**src/rtl/divider_seq_pkg.sv**
```systemverilog
// Shared constants and state encoding for the sequential signed divider.
package divider_seq_pkg;

    localparam int WIDTH      = 32;
    localparam int ITER_COUNT = 32;

    localparam logic [WIDTH-1:0] INT_MIN = 32'h8000_0000;

    typedef enum logic [1:0] {
        IDLE,
        ITER,
        FIX,
        DONE
    } state_t;

endpackage

```
**src/rtl/divider_seq_nonres_step.sv**
```systemverilog
// One combinational non-restoring division step on the {remainder, quotient} accumulator.
module nonres_step
    import divider_seq_pkg::*;
(
    input  logic [2*WIDTH-1:0] acc_in,
    input  logic [WIDTH-1:0]   divisor,
    output logic [2*WIDTH-1:0] acc_out
);

    logic [2*WIDTH-1:0] shifted;
    logic [WIDTH-1:0]   upper;

    always_comb begin
        shifted = acc_in << 1;
        // Sign of the partial remainder before the shift picks add vs subtract.
        if (acc_in[2*WIDTH-1])
            upper = shifted[2*WIDTH-1:WIDTH] + divisor;
        else
            upper = shifted[2*WIDTH-1:WIDTH] - divisor;
        acc_out = {upper, shifted[WIDTH-1:1], ~upper[WIDTH-1]};
    end

endmodule

```
**src/rtl/divider_seq.sv**
```systemverilog
// Sequential signed 32-bit divider: magnitude non-restoring core, sign fix-up, registered results.
module divider_seq #(
    parameter int WIDTH = divider_seq_pkg::WIDTH
) (
    input  logic             clock,
    input  logic             reset,
    input  logic             ctrl_DIV,
    input  logic [WIDTH-1:0] data_operandA,
    input  logic [WIDTH-1:0] data_operandB,
    output logic [WIDTH-1:0] data_result,
    output logic [WIDTH-1:0] data_remainder,
    output logic             data_resultRDY,
    output logic             data_exception,
    output logic             busy
);

    import divider_seq_pkg::*;

    state_t             state;
    logic [4:0]         count;
    logic [2*WIDTH-1:0] acc;
    logic [2*WIDTH-1:0] acc_next;
    logic [WIDTH-1:0]   b_abs;
    logic               sign_q;
    logic               sign_r;
    logic [WIDTH-1:0]   q_pend;
    logic [WIDTH-1:0]   r_pend;
    logic               exc_pend;

    logic [WIDTH-1:0]   a_in_abs;
    logic [WIDTH-1:0]   b_in_abs;
    logic [WIDTH-1:0]   rem_fixed;

    always_comb begin
        a_in_abs  = data_operandA[WIDTH-1] ? -data_operandA : data_operandA;
        b_in_abs  = data_operandB[WIDTH-1] ? -data_operandB : data_operandB;
        rem_fixed = acc[2*WIDTH-1] ? acc[2*WIDTH-1:WIDTH] + b_abs : acc[2*WIDTH-1:WIDTH];
    end

    nonres_step u_step (
        .acc_in  (acc),
        .divisor (b_abs),
        .acc_out (acc_next)
    );

    always_ff @(posedge clock or posedge reset) begin
        if (reset) begin
            state          <= IDLE;
            count          <= '0;
            acc            <= '0;
            b_abs          <= '0;
            sign_q         <= 1'b0;
            sign_r         <= 1'b0;
            q_pend         <= '0;
            r_pend         <= '0;
            exc_pend       <= 1'b0;
            data_result    <= '0;
            data_remainder <= '0;
            data_resultRDY <= 1'b0;
            data_exception <= 1'b0;
            busy           <= 1'b0;
        end else begin
            data_resultRDY <= 1'b0;
            data_exception <= 1'b0;

            // Publishing from DONE happens regardless of a new start, so a start
            // arriving in DONE still lets the finished pulse out.
            if (state == DONE) begin
                data_result    <= q_pend;
                data_remainder <= r_pend;
                data_exception <= exc_pend;
                data_resultRDY <= 1'b1;
                busy           <= 1'b0;
                state          <= IDLE;
            end

            if (ctrl_DIV) begin
                busy   <= 1'b1;
                count  <= '0;
                b_abs  <= b_in_abs;
                sign_q <= data_operandA[WIDTH-1] ^ data_operandB[WIDTH-1];
                sign_r <= data_operandA[WIDTH-1];
                acc    <= {{WIDTH{1'b0}}, a_in_abs};
                if (data_operandB == '0) begin
                    q_pend   <= '0;
                    r_pend   <= '0;
                    exc_pend <= 1'b1;
                    state    <= DONE;
                end else if (data_operandA == INT_MIN && data_operandB == '1) begin
                    q_pend   <= INT_MIN;
                    r_pend   <= '0;
                    exc_pend <= 1'b1;
                    state    <= DONE;
                end else begin
                    exc_pend <= 1'b0;
                    state    <= ITER;
                end
            end else begin
                case (state)
                    ITER: begin
                        acc   <= acc_next;
                        count <= count + 5'd1;
                        if (count == 5'(ITER_COUNT - 1))
                            state <= FIX;
                    end
                    FIX: begin
                        q_pend   <= sign_q ? -acc[WIDTH-1:0] : acc[WIDTH-1:0];
                        r_pend   <= sign_r ? -rem_fixed : rem_fixed;
                        exc_pend <= 1'b0;
                        state    <= DONE;
                    end
                    default: ;
                endcase
            end
        end
    end

endmodule

```
**config.mk**
```make
export PLATFORM = sky130hd
export DESIGN_NAME = divider_seq
export DESIGN_NICKNAME = d
export VERILOG_FILES = /design/src/rtl/divider_seq_pkg.sv /design/src/rtl/divider_seq_nonres_step.sv /design/src/rtl/divider_seq.sv
export SDC_FILE = /design/constraint.sdc
export NUM_CORES = 1
export LEC_CHECK = 0
export CAP_MARGIN = 20
export CORE_MARGIN = 4
export CORE_UTILIZATION = 50
export CTS_BUF_LIST = sky130_fd_sc_hd__clkbuf_4 sky130_fd_sc_hd__clkbuf_8
export DETAILED_ROUTE_END_ITERATION = 12
export PLACE_DENSITY = 0.7
export SETUP_SLACK_MARGIN = 0.05
export SLEW_MARGIN = 15
export SYNTH_ARGS = -nofsm -noshare
export SYNTH_HDL_FRONTEND = slang
export SYNTH_SLANG_ARGS = --single-unit
```
**constraint.sdc**
```tcl
create_clock -name clock -period 9.4 [get_ports clock]
set_input_delay 0.94 -clock clock [delete_from_list [all_inputs] [get_ports clock]]
set_output_delay 0.94 -clock clock [all_outputs]
set_load 0.03 [all_outputs]
```
# Yosys cells after proc, flatten, opt, wreduce, memory -nomap -nowiden
# Cells that the tools add are included.
# op_classes
n_addsub,8
reduce_logical,6
eq_ne,7
n_mux,32
bitwise,2
# op_table
operator,n
two-way mux 32 bit,14
two-way mux 64 bit,2
negation 32 bit,4
adder 32 bit,2
== test 32 bit (second input constant),2
logical NOT 32 bit,1
subtractor 32 bit,1
two-way mux 2 bit,5
two-way mux 5 bit,2
two-way mux 1 bit,8
nonzero test 2 bit,3
adder 5 x 1 -> 5 bit (second input constant),1
== test 5 bit (second input constant),1
== test 2 bit (second input constant),2
one-hot mux 2 bit (2 select lines),1
inequality test 3 x 1 -> 1 bit (second input constant),1
== test 2 x 1 -> 1 bit (second input constant),1
AND reduction 2 bit,1
logical AND 1 bit,1
inverter 1 bit,1
bitwise XOR 1 bit,1
# word_totals
inputBits,67
reg_bits,237
output_inout_bits,67

# Depth between registers and ports, before layout
# Gate-level depths: netlist (run 1).
# logic_depth
ltp_word,6
mapped_depth,21
mapped_depth_nobuf,19

# Modules after synthesis
# From an unflattened synthesis (run 1), not the netlist that was laid out.
# unflattened
cells_unflattened,1885
area_unflattened_um2,17108.9
# modules_own_cells
module,seq_area_each_um2,instances,cells_each,area_each_um2
divider_seq,5930.7,1,1508,14361.3
nonres_step,0.0,1,377,2747.6

# Worst setup path after synthesis (run 1)
# Ideal clock, no wire load.
# synth_path
kind,register -> register
start,reg acc[63]
end,reg acc[62]
t_arrival_ns,5.113
path_slack_ns,4.219
path_buffers,7
stages_incl_launch_ff,22
synth_period_minus_slack_ns,5.181
required_ns,9.331
path_cell_list,dfrtp_1 > clkbuf_1 > clkbuf_1 > clkbuf_1 > buf_1 > clkbuf_1 > clkbuf_1 > buf_1 > nor2_1 > xor2_1 > ha_1 > nor2b_1 > o21ai_0 > a21o_1 > nor3b_1 > o311a_1 > o21ai_0 > and3_1 > a21boi_0 > o21ai_0 > or4_1 > nand3_1
# synth_between
elab_chain_len,3
# synth_rtl
item,line_no,text
from (decl),divider_seq.sv:21,logic [2*WIDTH-1:0] acc;
from (signal assigned),divider_seq.sv:83,"acc <= {{WIDTH{1'b0}}, a_in_abs};"
from (signal assigned),divider_seq.sv:101,acc <= acc_next;
two-way mux 32 bit,divider_seq_nonres_step.sv:16,if (acc_in[2*WIDTH-1])
two-way mux 64 bit,divider_seq.sv:99,case (state)
two-way mux 64 bit,divider_seq.sv:77,if (ctrl_DIV) begin
# Every way passes these cells. The select of a mux whose other input is x is not followed.
# A chain may end at the register's enable or synchronous reset.

# Worst setup path in the final report (run 1)
# layout_path
start,reg b_abs[2]
end,reg acc[0]
# layout_between
elab_chain_len,5
word_cells_on_any_way,6
cone_classes,add/sub: 2; mux: 3; bitwise: 1
# layout_rtl
item,line_no,text
from (decl),divider_seq.sv:23,logic [WIDTH-1:0] b_abs;
from (signal assigned),divider_seq.sv:80,b_abs <= b_in_abs;
subtractor 32 bit / adder 32 bit (equally long branches),"divider_seq_nonres_step.sv:19, divider_seq_nonres_step.sv:17",
two-way mux 32 bit *,divider_seq_nonres_step.sv:16,
inverter 1 bit *,divider_seq_nonres_step.sv:20,"acc_out = {upper, shifted[WIDTH-1:1], ~upper[WIDTH-1]};"
two-way mux 64 bit *,divider_seq.sv:99,
two-way mux 64 bit *,divider_seq.sv:77,
# Mark *: on every way between the ends. The rest lies on a longest branch, timed or not. The select of a mux whose other input is x is not followed.

==> results of run 1 <==
## worst min-delay path, cell delays in order, from the launching register on
cell and delay [ps]:
dfrtp_1 340, nand2_1 50, o31ai_1 50
## sequential cells by signal (all words and copies together) (netlist names)
signal / cells
acc: 64
b_abs: 32
busy: 1
count: 5
data_exception: 1
data_remainder: 32
data_result: 32
data_resultRDY: 1
exc_pend: 1
q_pend: 32
r_pend: 32
sign_q: 1
sign_r: 1
state: 2
## metrics by stage
stage                     hold WS (ps)  setup WS [ps]
after floorplan                  442.4           1957
after global placement           459.4           4322
after detailed placement         467.4           4186
after global routing             495.7           3942
after CTS                        480.9           4364
final                            475.0           4314
## cell type report
cell class / count / area share
well taps: 435 / 0.02913
multi-input cells: 1399 / 0.5234
repair buffers: 144 / 0.07560
clock inverters: 6 / 0.002879
clock buffers: 60 / 0.04185
inverters: 46 / 0.009642
flip-flops and latches: 237 / 0.3175
## power groups by stage
stage                     registers, W  logic, W  clock network (W)
after floorplan                0.00155   0.00213                  0
after global placement         0.00151   0.00286                  0
after detailed placement       0.00152   0.00291                  0
after CTS                      0.00150   0.00292           0.000979
after global routing           0.00154   0.00327            0.00103
final                          0.00151   0.00296           0.000951
## logic make-up after synthesis
kind of cell               after synthesis  synth area share
muxes                                  130           0.08552
adders and majority gates               75           0.05881
DFF                                    237            0.3659
xor gates and xnor gates               189            0.1021
AOI/OAI and AO/OA                      486            0.2008
and+or+nand+nor                        519            0.1541
buffers and inverters                  139           0.03273
## how the worst min path moves through the flow
stage | cells after the start | startpoint | endpoint | slack [ps]
floorplan | 2 | r_pend[29] | r_pend[29] | 440
global placement | 2 | q_pend[4] | q_pend[4] | 460
detailed placement | 2 | r_pend[3] | r_pend[3] | 470
CTS | 2 | q_pend[15] | q_pend[15] | 480
global route | 2 | q_pend[14] | q_pend[14] | 500
finish | 2 | q_pend[14] | q_pend[14] | 470
## metal layers
layer | up-vias | share of wire
met5 | - | 0
met4 | 0 | 0.016
met3 | 54 | 0.064
met2 | 397 | 0.41
met1 | 6519 | 0.51
li1 | 6682 | -
## layout by cell type (no fill, tap or decap), types with 6 or more instances in the layout
cell and instances:
xor2_1 98, nor2b_1 11, or3_1 19, nor3_1 30
o21ai_0 110, a22o_1 28, o31ai_1 64, or4_1 21
dfrtp_1 236, and3_1 12, o211ai_1 9, o21a_1 10
buf_4 10, o41ai_1 15, a21oi_1 124, ha_1 71
a31oi_1 9, nor4_1 13, clkbuf_4 7, nor2_1 144
nand2_1 163, a211oi_1 11, clkbuf_8 53, xnor2_1 91
inv_1 45, o21bai_1 8, nand3b_1 8, mux2_2 68
nand4_1 19, nand3_1 31, nand2b_1 14, and2_1 6
mux2i_1 62, a21o_1 30, clkdlybuf4s50_1 132
==> results.yml, run 1 <==
status:
  status: "completed"
setup_path:
  reg2reg_from: "b_abs[2]"
  cp-start-kind: "flop"
  critPathMostFrequentCell: "o21ai_0"
  worst-path-buf-inv: 0
  cp_top_family: "simple AND/OR/NAND/NOR gates"
  arrival_ps: 5550
  cp_slowest_cell: "nor4b_1"
  critical_path_class: "reg2reg"
  max_stage_delay_ps: 720
  critPathCapture: "acc[0]"
  crit_cells: 19
  worstSetupEndpointType: "flop"
  cp.required_ps: 9860
  crit_chain: "or4_1 > nor3_1 > nand2_1 > nor2_1 > nand2_1 > nor4b_1 > nor2_1 > xnor2_1 > ha_1 > a21o_1 > a21o_1 > a21oi_1 > o21ai_0 > a21oi_1 > o21ai_0 > o41a_1 > xnor2_1 > a211o_1 > o21ai_0"
  reg2reg_to: "acc[0]"
  crit_path_max_fanout: 7
  reg2reg_depth: 19
  reg2reg_slack_ps: 4310
  startpoint: "b_abs[2]"
clocking:
  ctsResizeCount: 0
  cts_hold_buf: 0
  ctsLongestPathBuffers: 3
  cts_root_buf: "clkbuf_8"
  cts.sinks: 237
  post-cts-setup-buffers: 0
  tritoncts: "built"
  cts_buffers: 41
  insertion_delay_ps: 560
  clk_pin_slew_worst_paths_ps: 70
  htreeDepth: 2
cells_and_area:
  fin_cells: 2327
  layout-drive-gt1-share: 0.09461
  area_growth_pct: 15.27
  n_fill_cell: 2821
  multi_input_area_um2: 9781
  utilization: 0.5876
  seq_area_um2: 5932
  stdcell_area_um2: 18690
  n_antenna_cell: 0
  finalNetCount: 2011
routing:
  num_vias: 13652
  drcViolationCount: 0
  routed_via_density: 5.867
  wirelength_um: 41390
  drt_iter0_markers: 1036
  first_pass_iters: 5
  wl_per_cell_um: 17.79
  drtAntennaViolNets: 0
power_and_ir_drop:
  p_switching_w: 0.002396
  p_leak_nw: 8.221
  switching_share: 0.4421
  cellPowerDensity_nw_per_um2: 290.1
  internal-power_w: 0.003024
  comb_power_share: 0.546
  clock_power_share: 0.175
  power.ir.vdd_worst_uv: 119.0
  p_seq_frac: 0.279
  finalPower_w: 0.005420
sta:
  fmax_ghz: 0.1966
  final.min_clock_period_ps: 5086
  rsz0062_at_grt: "no"
  maxSlewHeadroom: 0.2944
  setup_violations: 0
  worstMarginPinSlew_ps: 1058
  final_max_slew_viol_count: 0
  timing.final.crit_share: 0.5411
  tns_ps: 0
  final_hold_viol_count: 0
  clock_skew_ps: 38.91
synthesis:
  synth_top_area_frac: 0.3659
  yosysWarnings: 0
  ys_seq_area_frac: 0.3659
  synthFlopType: "dfrtp_1"
  synth.cells.most_frequent: "237 x dfrtp_1, 163 x nand2_1, 145 x nor2_1, 124 x a21oi_1, 110 x o21ai_0"
  yosysTopAreaCell: "dfrtp_1"
  synth_seq_cells: 237
  synth.most_common_cell: "dfrtp_1"
  synth_cell_types: 77
  synth_cells: 1775
  syn-cell-area_um2: 16210
  synthArstFlopShare: 1.000
  synth_area_leaders: "dfrtp_1 37%, ha_1 5.6%, xor2_1 5.3%"
  syn_nets: 1917
  synth_edf_count: 0
  avgSynthCellArea_um2: 9.133
place:
  port_buffers: 133
  gp_congestion: 0.9306
  place_area_um2: 17840
  dp.cells: 2260
  dp_hpwl_um: 30940
grt:
  busiest_layer: "met1"
  grt_pass1_vias: 12861
  grt_usage: 0.2287
  grt_overflow_total: 0
  grt_max_degree: 121
  antenna_found_initial: 0
  met3_usage: 0.03220
  grtUsageMet1: 0.3630
  grt_pass1_wl_um: 67830
  global_route.usage.met2: 0.3307
worst_hold_path:
  hold_path.class: "reg2reg"
floorplanning:
  core_area_um2: 31800
  start_util: 0.5098
  dieArea_um2: 35370
  io_pins: 134
  die_x_um: 188.1
  num_rows: 65
  fp.dieH_um: 188.1
job:
  max_cap_violations: 0
Note: power is estimated with default switching activity, not from simulation.
==> run 2: changes to the inputs <==
==> constraint.sdc (replaced) <==
create_clock -name clock -period 5.22 [get_ports clock]
set_input_delay 0.522 -clock clock [delete_from_list [all_inputs] [get_ports clock]]
set_output_delay 0.522 -clock clock [all_outputs]
set_load 0.03 [all_outputs]
==> run 2 against run 1 <==
Compared with the run above: highest routed layer unchanged; routed wire length shrank 2.1%; maximum frequency grew 6.7%; final cell count grew 0.39%; sequential power grew 79%; clock power grew 85%; setup slack lost 3900 ps.
==> results.yml, run 2 (synthesis results as in run 1) <==
cells_and_area:
  largest_reg_flops: 64
  top_register: "acc"
  n_antenna_cell: 0
  mostFrequentLayoutCell: "dfrtp_1"
  fin_cells: 2336
  seq_area_um2: 5932
  finalNetCount: 2016
  layout_common_cells: "236 x dfrtp_1, 163 x nand2_1, 143 x nor2_1"
  layout-drive-gt1-share: 0.09942
  area_growth_pct: 15.80
  n_fill_cell: 2784
  multi_input_area_um2: 9783
sta:
  final_hold_viol_count: 0
  timing.final.crit_share: 0.9131
  setup_violations: 0
  rsz0062_at_grt: "no"
  fmax_ghz: 0.2098
  clock_skew_ps: 21.94
  final.min_clock_period_ps: 4766
  final_max_slew_viol_count: 0
  worstMarginPinSlew_ps: 1060
  maxSlewHeadroom: 0.2933
  tns_ps: 0
setup_path:
  cp.required_ps: 5710
  reg2reg_from: "b_abs[2]"
  arrival_ps: 5260
  critical_path_class: "reg2reg"
  reg2reg_to: "acc[62]"
  cp-start-kind: "flop"
  crit_path_max_fanout: 7
  worstSetupEndpointType: "flop"
  reg2reg_slack_ps: 450
  reg2reg_depth: 16
power_and_ir_drop:
  power.ir.vdd_worst_uv: 175.4
  p_leak_nw: 8.273
  cellPowerDensity_nw_per_um2: 521.4
floorplanning:
  num_rows: 65
  die_x_um: 188.1
  fp.dieH_um: 188.1
  dieArea_um2: 35370
  core_area_um2: 31800
  io_pins: 134
  start_util: 0.5098
clocking:
  cts.sinks: 237
  tritoncts: "built"
  cts_buffers: 40
  post-cts-setup-buffers: 0
  ctsLongestPathBuffers: 3
  insertion_delay_ps: 570
  htreeDepth: 2
  clk_pin_slew_worst_paths_ps: 60
  cts_root_buf: "clkbuf_8"
routing:
  drt_iter0_markers: 833
  routed_via_density: 5.793
  wirelength_um: 40530
  drcViolationCount: 0
  wl_per_cell_um: 17.35
  first_pass_iters: 5
  drtAntennaViolNets: 0
  num_vias: 13533
grt:
  grt_max_degree: 172
  grt_pass1_wl_um: 67100
  grt_usage: 0.2263
  grt_overflow_total: 0
  grt_pass1_vias: 12745
  antenna_found_initial: 0
worst_hold_path:
  hold_end: "acc[11]"
  whs_path_depth: 3
  hold_path.class: "in2reg"
  hp-start: "ctrl_DIV"
place:
  dp_hpwl_um: 30580
  gp_congestion: 0.9373
  port_buffers: 133
  dp.cells: 2267
status:
  status: "completed"
job:
  max_cap_violations: 0
run 2: worst max-delay path by stage:
| stage | startpoint | to | slack, ps |
|---|---|---|---|
| after CTS | b_abs[2] | acc[62] | 510 |
| after floorplan | acc[63] | acc[62] | 120 |
| after global placement | b_abs[2] | acc[0] | 630 |
| final | b_abs[2] | acc[62] | 450 |
| after detailed placement | b_abs[2] | acc[62] | 550 |
| after global routing | b_abs[2] | acc[0] | 120 |
run 2: per-layer routing:
| metal | global-route usage | vias up | share of wire | wire length [µm] |
|---|---|---|---|---|
| li1 | - | 6696 | - | - |
| met2 | 0.3165 | 366 | 0.40 | 16320 |
| met1 | 0.3588 | 6432 | 0.51 | 20570 |
| met3 | 0.04765 | 39 | 0.074 | 2994 |
| met4 | 0.04743 | 0 | 0.016 | 644 |
| met5 | 0 | - | 0 | 0 |
run 2: area by class of cell:
| class | instances | area share |
|---|---|---|
| inverters | 46 | 0.009398 |
| clock buffers | 61 | 0.04073 |
| clock inverters | 8 | 0.004599 |
| flip-flops and latches | 237 | 0.3160 |
| multi-input cells | 1399 | 0.5212 |
| well taps | 435 | 0.02899 |
| repair buffers | 150 | 0.07912 |
run 2: worst max-delay path, stage by stage, from the launching register on:
cell	delay [ps]
dfrtp_1	450
or4_1	620
nor4_2	500
a21oi_1	160
xor2_1	180
ha_1	350
a2111oi_0	460
nand2_1	110
nor3b_1	220
buf_4	160
o311a_1	200
o21ai_0	130
and3_1	160
a21boi_0	260
o21ai_0	170
or4_1	480
nand3_1	90
run 2: timing repair:
item                       in CTS  in global routing
resized for setup               0                  1
setup endpoints to repair       0                  1
hold buffers                    0                  0
run 2: power breakdown:
part	total, W	switching (W)	internal [W]
clock network	0.00176	0.000764	0.000993
registers	0.00270	0.000463	0.00224
logic	0.00533	0.00307	0.00226
run 2: stage by stage:
step / total power (W) / instance area (µm²) / hold WS, ps / setup WS [ps] / utilization
final: 0.009787 / 18770 / 448.7 / 453.7 / 0.5903
after global routing: 0.01058 / 18770 / 492.6 / 116.9 / 0.5903
after CTS: 0.009791 / 18770 / 455.6 / 511.4 / 0.5902
after detailed placement: 0.007995 / 17920 / 462.0 / 548.1 / 0.5635
after global placement: 0.007886 / 17920 / 457.0 / 632.0 / 0.5635
after floorplan: 0.006618 / 16220 / 442.4 / 117.2 / -
==> run 3: changes to the inputs <==
--- a/config.mk
+++ b/config.mk
@@ -11,7 +11,8 @@
 export CTS_BUF_LIST = sky130_fd_sc_hd__clkbuf_4 sky130_fd_sc_hd__clkbuf_8
 export DETAILED_ROUTE_END_ITERATION = 12
 export PLACE_DENSITY = 0.7
-export SETUP_SLACK_MARGIN = 0.05
+export REMOVE_ABC_BUFFERS = 1
+export SKIP_CTS_REPAIR_TIMING = 1
 export SLEW_MARGIN = 15
 export SYNTH_ARGS = -nofsm -noshare
 export SYNTH_HDL_FRONTEND = slang
==> run 3 against run 2 <==
Compared with the run above: critical endpoint unchanged; combinational power is essentially flat; non-clock buffer count increased by 5; routed wire length rose by 0.65%; largest cell class unchanged; hold slack worse by 45 ps; via count grew 0.61%.
==> results.yml, run 3 (synthesis results as in run 1) <==
status:
  status: "completed"
sta:
  final_hold_viol_count: 0
  rsz0062_at_grt: "no"
  setup_violations: 0
  clock_skew_ps: 31.74
  timing.final.crit_share: 0.9485
  fmax_ghz: 0.2020
  final.min_clock_period_ps: 4951
  final_max_slew_viol_count: 0
  worstMarginPinSlew_ps: 1081
  layout_setup_ws_ps: 268.8
  maxSlewHeadroom: 0.2725
grt:
  busiest_layer: "met2"
  grt_pass1_wl_um: 66430
  grtUsageMet1: 0.3128
  grt_overflow_total: 0
  grt_max_degree: 118
  antenna_found_initial: 0
  grt_usage: 0.2248
  grt_pass1_vias: 13019
  global_route.usage.met2: 0.3696
  met3_usage: 0.02829
cells_and_area:
  fin_cells: 2337
  utilization: 0.5895
  layout-drive-gt1-share: 0.09937
  mostFrequentLayoutCell: "dfrtp_1"
  n_fill_cell: 2805
  n_antenna_cell: 0
  top_register: "acc"
  finalNetCount: 2023
  largest_reg_flops: 64
  layout_common_cells: "236 x dfrtp_1, 163 x nand2_1, 144 x nor2_1"
  area_growth_pct: 15.63
routing:
  first_pass_iters: 5
  drtAntennaViolNets: 0
  wirelength_um: 40790
  routed_via_density: 5.826
  drcViolationCount: 0
  wl_per_cell_um: 17.46
  drt_iter0_markers: 901
  num_vias: 13615
setup_path:
  cp.required_ps: 5720
  max_stage_delay_ps: 630
  cp_slowest_cell: "or4_1"
  arrival_ps: 5450
  critical_path_class: "reg2reg"
  cp-start-kind: "flop"
  crit_path_max_fanout: 7
  cp_top_family: "simple AND/OR/NAND/NOR gates"
  crit_chain: "or4_1 > nor4_2 > a21oi_1 > xor2_1 > ha_1 > a2111oi_0 > nand2_1 > nor3b_1 > o311a_1 > o21ai_0 > and3_1 > a21boi_0 > o21ai_0 > or4_1 > nand3_1"
  worst-path-buf-inv: 0
  worstSetupEndpointType: "flop"
floorplanning:
  core_area_um2: 31800
  fp.dieH_um: 188.1
  num_rows: 65
  dieArea_um2: 35370
  start_util: 0.5098
  die_x_um: 188.1
  io_pins: 134
place:
  gp_congestion: 0.9772
  dp.cells: 2272
  pre_cts_slack_ps: 418.4
  port_buffers: 133
  dp_hpwl_um: 30740
clocking:
  cts.sinks: 237
  insertion_delay_ps: 560
  clk_pin_slew_worst_paths_ps: 60
  cts_buffers: 42
  ctsLongestPathBuffers: 3
  tritoncts: "built"
  cts_root_buf: "clkbuf_8"
  htreeDepth: 2
power_and_ir_drop:
  finalPower_w: 0.009637
  internal-power_w: 0.005401
  power.ir.vdd_worst_uv: 206.0
  switching_share: 0.4395
  comb_power_share: 0.552
  p_seq_frac: 0.277
  cellPowerDensity_nw_per_um2: 514.1
  p_switching_w: 0.004236
  clock_power_share: 0.171
  p_leak_nw: 8.263
job:
  max_cap_violations: 0
worst_hold_path:
  hold_path.class: "in2reg"
## run 3: layer usage
metal / part of all wire / wire length, µm
met1: 0.47 / 19250
met2: 0.45 / 18460
met3: 0.049 / 1989
met4: 0.027 / 1091
met5: 0 / 0
## run 3: path summary, 6_finish.rpt
| kind | from | end | slack [ps] | cells past startpoint |
|---|---|---|---|---|
| max | b_abs[2] | acc[62] | 270 | 15 |
| max reg2reg | b_abs[2] | acc[62] | 270 | 15 |
| min in group asynchronous | reset | data_resultRDY | 500 | 2 |
| min reg2reg | r_pend[24] | r_pend[24] | 470 | 2 |
| min | ctrl_DIV | acc[35] | 400 | 2 |
| max in group asynchronous | reset | q_pend[0] | 3640 | 3 |
## run 3: power groups by stage
stage               combinational (W)  sequential, W  clock, W
finish                        0.00532        0.00267   0.00164
global route                  0.00588        0.00273   0.00179
floorplan                     0.00373        0.00284         0
global placement              0.00519        0.00269         0
detailed placement            0.00527        0.00270         0
CTS                           0.00529        0.00267   0.00169
## run 3: area by class of cell
| class | instances | area, µm² | area share |
|---|---|---|---|
| multi-input combinational | 1399 | 9791 | 0.5223 |
| sequential | 237 | 5932 | 0.3165 |
| timing repair buffer | 155 | 1510 | 0.08057 |
| clock buffer | 59 | 737.0 | 0.03932 |
| tap | 435 | 544.3 | 0.02904 |
| inverter | 46 | 180.2 | 0.009612 |
| clock inverter | 6 | 50.05 | 0.002670 |
## run 3: worst register-to-register path, stage by stage (launching register included)
cell and delay, ps:
dfrtp_1 460, or4_1 630, nor4_2 470, a21oi_1 150, xor2_1 180, ha_1 360
a2111oi_0 470, nand2_1 100, nor3b_1 470, o311a_1 270, o21ai_0 130, and3_1 170
a21boi_0 290, o21ai_0 170, or4_1 480, nand3_1 90
## run 3: per-stage QoR
stage          hold WS (ps)  TNS, ps  area, µm²
6_report              403.9        0      18740
5_1_grt               390.6        0      18740
3_3_place_gp          457.5        0      17960
4_1_cts               369.6        0      18740
3_5_place_dp          462.5        0      17960
2_1_floorplan         442.4  -465670      15850
==> RTL edit, RTL diff (flow settings as in run 2) <==
The package constant `ITER_COUNT` goes from 32 to 16.
--- a/src/rtl/divider_seq_pkg.sv
+++ b/src/rtl/divider_seq_pkg.sv
@@ -3,5 +3,5 @@
 
     localparam int WIDTH      = 32;
-    localparam int ITER_COUNT = 32;
+    localparam int ITER_COUNT = 16;
 
     localparam logic [WIDTH-1:0] INT_MIN = 32'h8000_0000;
Check against the original RTL: no difference found for any inputs over 4 cycles, from zero or initial values and one cycle with reset high; that may be too few to reach the edited logic, so the function may still have changed.
==> RTL edit against run 2 <==
First-iteration DRC count increased by 25%. Routed wire length increased by 2.0%. Total power decreased by 13%. Sequential cell count unchanged. Synthesized area decreased by 1.1%. Final area decreased by 0.79%. Die area decreased by 1.0%. Clock skew increased by 6.2 ps. Setup slack improved by 59 ps. Critical path type unchanged. Largest cell class unchanged. Largest power group unchanged. Highest routed layer unchanged.
==> RTL edit: results (changes against run 2) <==
| Metric | Value |
|---|---|
| Status | `complete, no violations` |
| Setup crit start | `b_abs[5]` |
| R2R Path End | `acc[0]` |
| Reg2reg path depth | `17 (+1)` |
| CTS max path bufs | `3 (unchanged)` |
| Grt met3 use | `4.09% (-0.68 points)` |
| Actual slew at the worst max-slew pin | `1070 ps (+7.84 ps)` |
| Asr flop ratio synth | `100% (unchanged)` |
| Fillers | `2799 (+0.54%)` |
| Vias in the first global route | `12502 (-1.9%)` |
| Lkg Pwr | `8.21 nW (-0.77%)` |
| Max reg flops | `64 (unchanged)` |
| Share of cells above drive strength 1 | `9.92% (-0.021 points)` |
| DRT iter0 DRCs | `1044 (+25%)` |
| Peak supply drop | `0.192 mV (+9.7%)` |
| Detail Placement HPWL | `31500 um (+3.0%)` |
| Vias per cell | `5.93 (+2.4%)` |
| Routed WL per cell | `17.9 um (+3.3%)` |
| Max Used Layer | `met4` |
| DR pass1 iterations | `7 (+2)` |
| Diodes inserted | `0 (unchanged)` |
| Met1 GRT Util | `34.9% (-0.94 points)` |
| Met2 wire len | `17500 um (+7.2%)` |
| Layout Nets | `2019 (+0.15%)` |
| Met2 usage | `33.5% (+1.9 points)` |
| Largest cells by area after synthesis | `dfrtp_1 37%, xor2_1 6.1%, ha_1 5.7%, mux2_2 4.7%, xnor2_1 4.4%` |
| Total GRT Usage | `22.7% (+0.063 points)` |
| Top cells by count, synth | `237 x dfrtp_1, 183 x nand2_1, 135 x nor2_1` |
| Most frequent cell after synthesis | `dfrtp_1` |
| CTS clock-pin slew for the worst setup and hold paths | `60 ps (about the same)` |
| Largest reg by FF count | `acc` |
| Cts bufs inserted | `42 (+5.0%)` |
| Post-CTS sizing | `0 (unchanged)` |
| First-pass GRT wire length | `66600 um (-0.76%)` |
| Min-Delay Path Depth | `2 (-1)` |
| Routed wl met3 | `2890 um (-3.5%)` |
| CP max FO | `6 (-1)` |
| Gpl congestion | `0.999 (+6.6%)` |
| Largest stage delay, worst path | `600 ps (-20 ps)` |
| Distinct cell type count after synthesis | `82 (+6.5%)` |
| Hold Path Sink | `acc[40]` |
| Syn nets | `1906 (-0.57%)` |
| R2R setup slack | `510 ps (+60 ps)` |
| Largest net degree at the start of global routing | `141 (-18%)` |
| Clk_skew | `28.2 ps (+6.23 ps)` |
| Wl on met1 | `20300 um (-1.6%)` |
| Sequential area share after synthesis | `37.0% (+0.39 points)` |
| CP arrival | `5150 ps (-110 ps)` |
| PortBufs | `133 (unchanged)` |
[RTL edit: cell count changes after synthesis, sizes merged, moves of 8 or more]
cell	delta
nor2b	+9
xnor2	-11
o31ai	-8
nand2	+20
a21o	-11
o21ai	+27
a22o	-21
nor2	-10
xor2	+13
[RTL edit: worst max-delay path: cells and delay by family, from the launching register on]
family,cells,cell delay (ps)
compound gates,6,1700
flops,1,430
fa+ha+maj,1,390
xor+xnor,1,110
simple gates,9,1950
[RTL edit: layout make-up]
class                   count  area [um2]  share of cell area [%]
clock buffers              61         771                    4.14
inverters                  43         165                   0.887
flip-flops and latches    237        5930                    31.9
repair buffers            151        1490                    8.01
clock inverters            11        98.8                   0.531
well taps                 402         503                    2.70
multi-input cells        1402        9660                    51.9
[RTL edit: stage by stage]
step / instance area (um2) / utilization [%] / setup WS [ps] / hold slack, ps / std cells
after floorplan: 16000 / - / 79.3 / 438 / 1764
after global placement: 17700 / 56.1 / 694 / 459 / 2235
after detailed placement: 17700 / 56.1 / 513 / 465 / 2235
after CTS: 18600 / 58.8 / 466 / 370 / 2307
after global routing: 18600 / 58.9 / 96.9 / 402 / 2307
final: 18600 / 58.9 / 513 / 402 / 2307
[RTL edit: kinds of logic after synthesis]
group                    Yosys count  share of synthesized area, %
buffers and inverters            125                          2.96
multiplexers                     130                          8.64
XOR/XNOR                         191                          10.4
AO/OA/AOI/OAI                    478                          19.2
AND/OR/NAND/NOR                  528                          15.8
flip-flops                       237                          37.0
adder cells (fa/ha/maj)           75                          5.94
[RTL edit: power breakdown]
part / switching, mW / internal, mW / leakage, nW
clock network: 0.777 / 1.00 / 0.464
registers: 0.365 / 2.11 / 3.09
logic: 2.51 / 1.75 / 4.66
total: 3.66 / 4.87 / 8.21
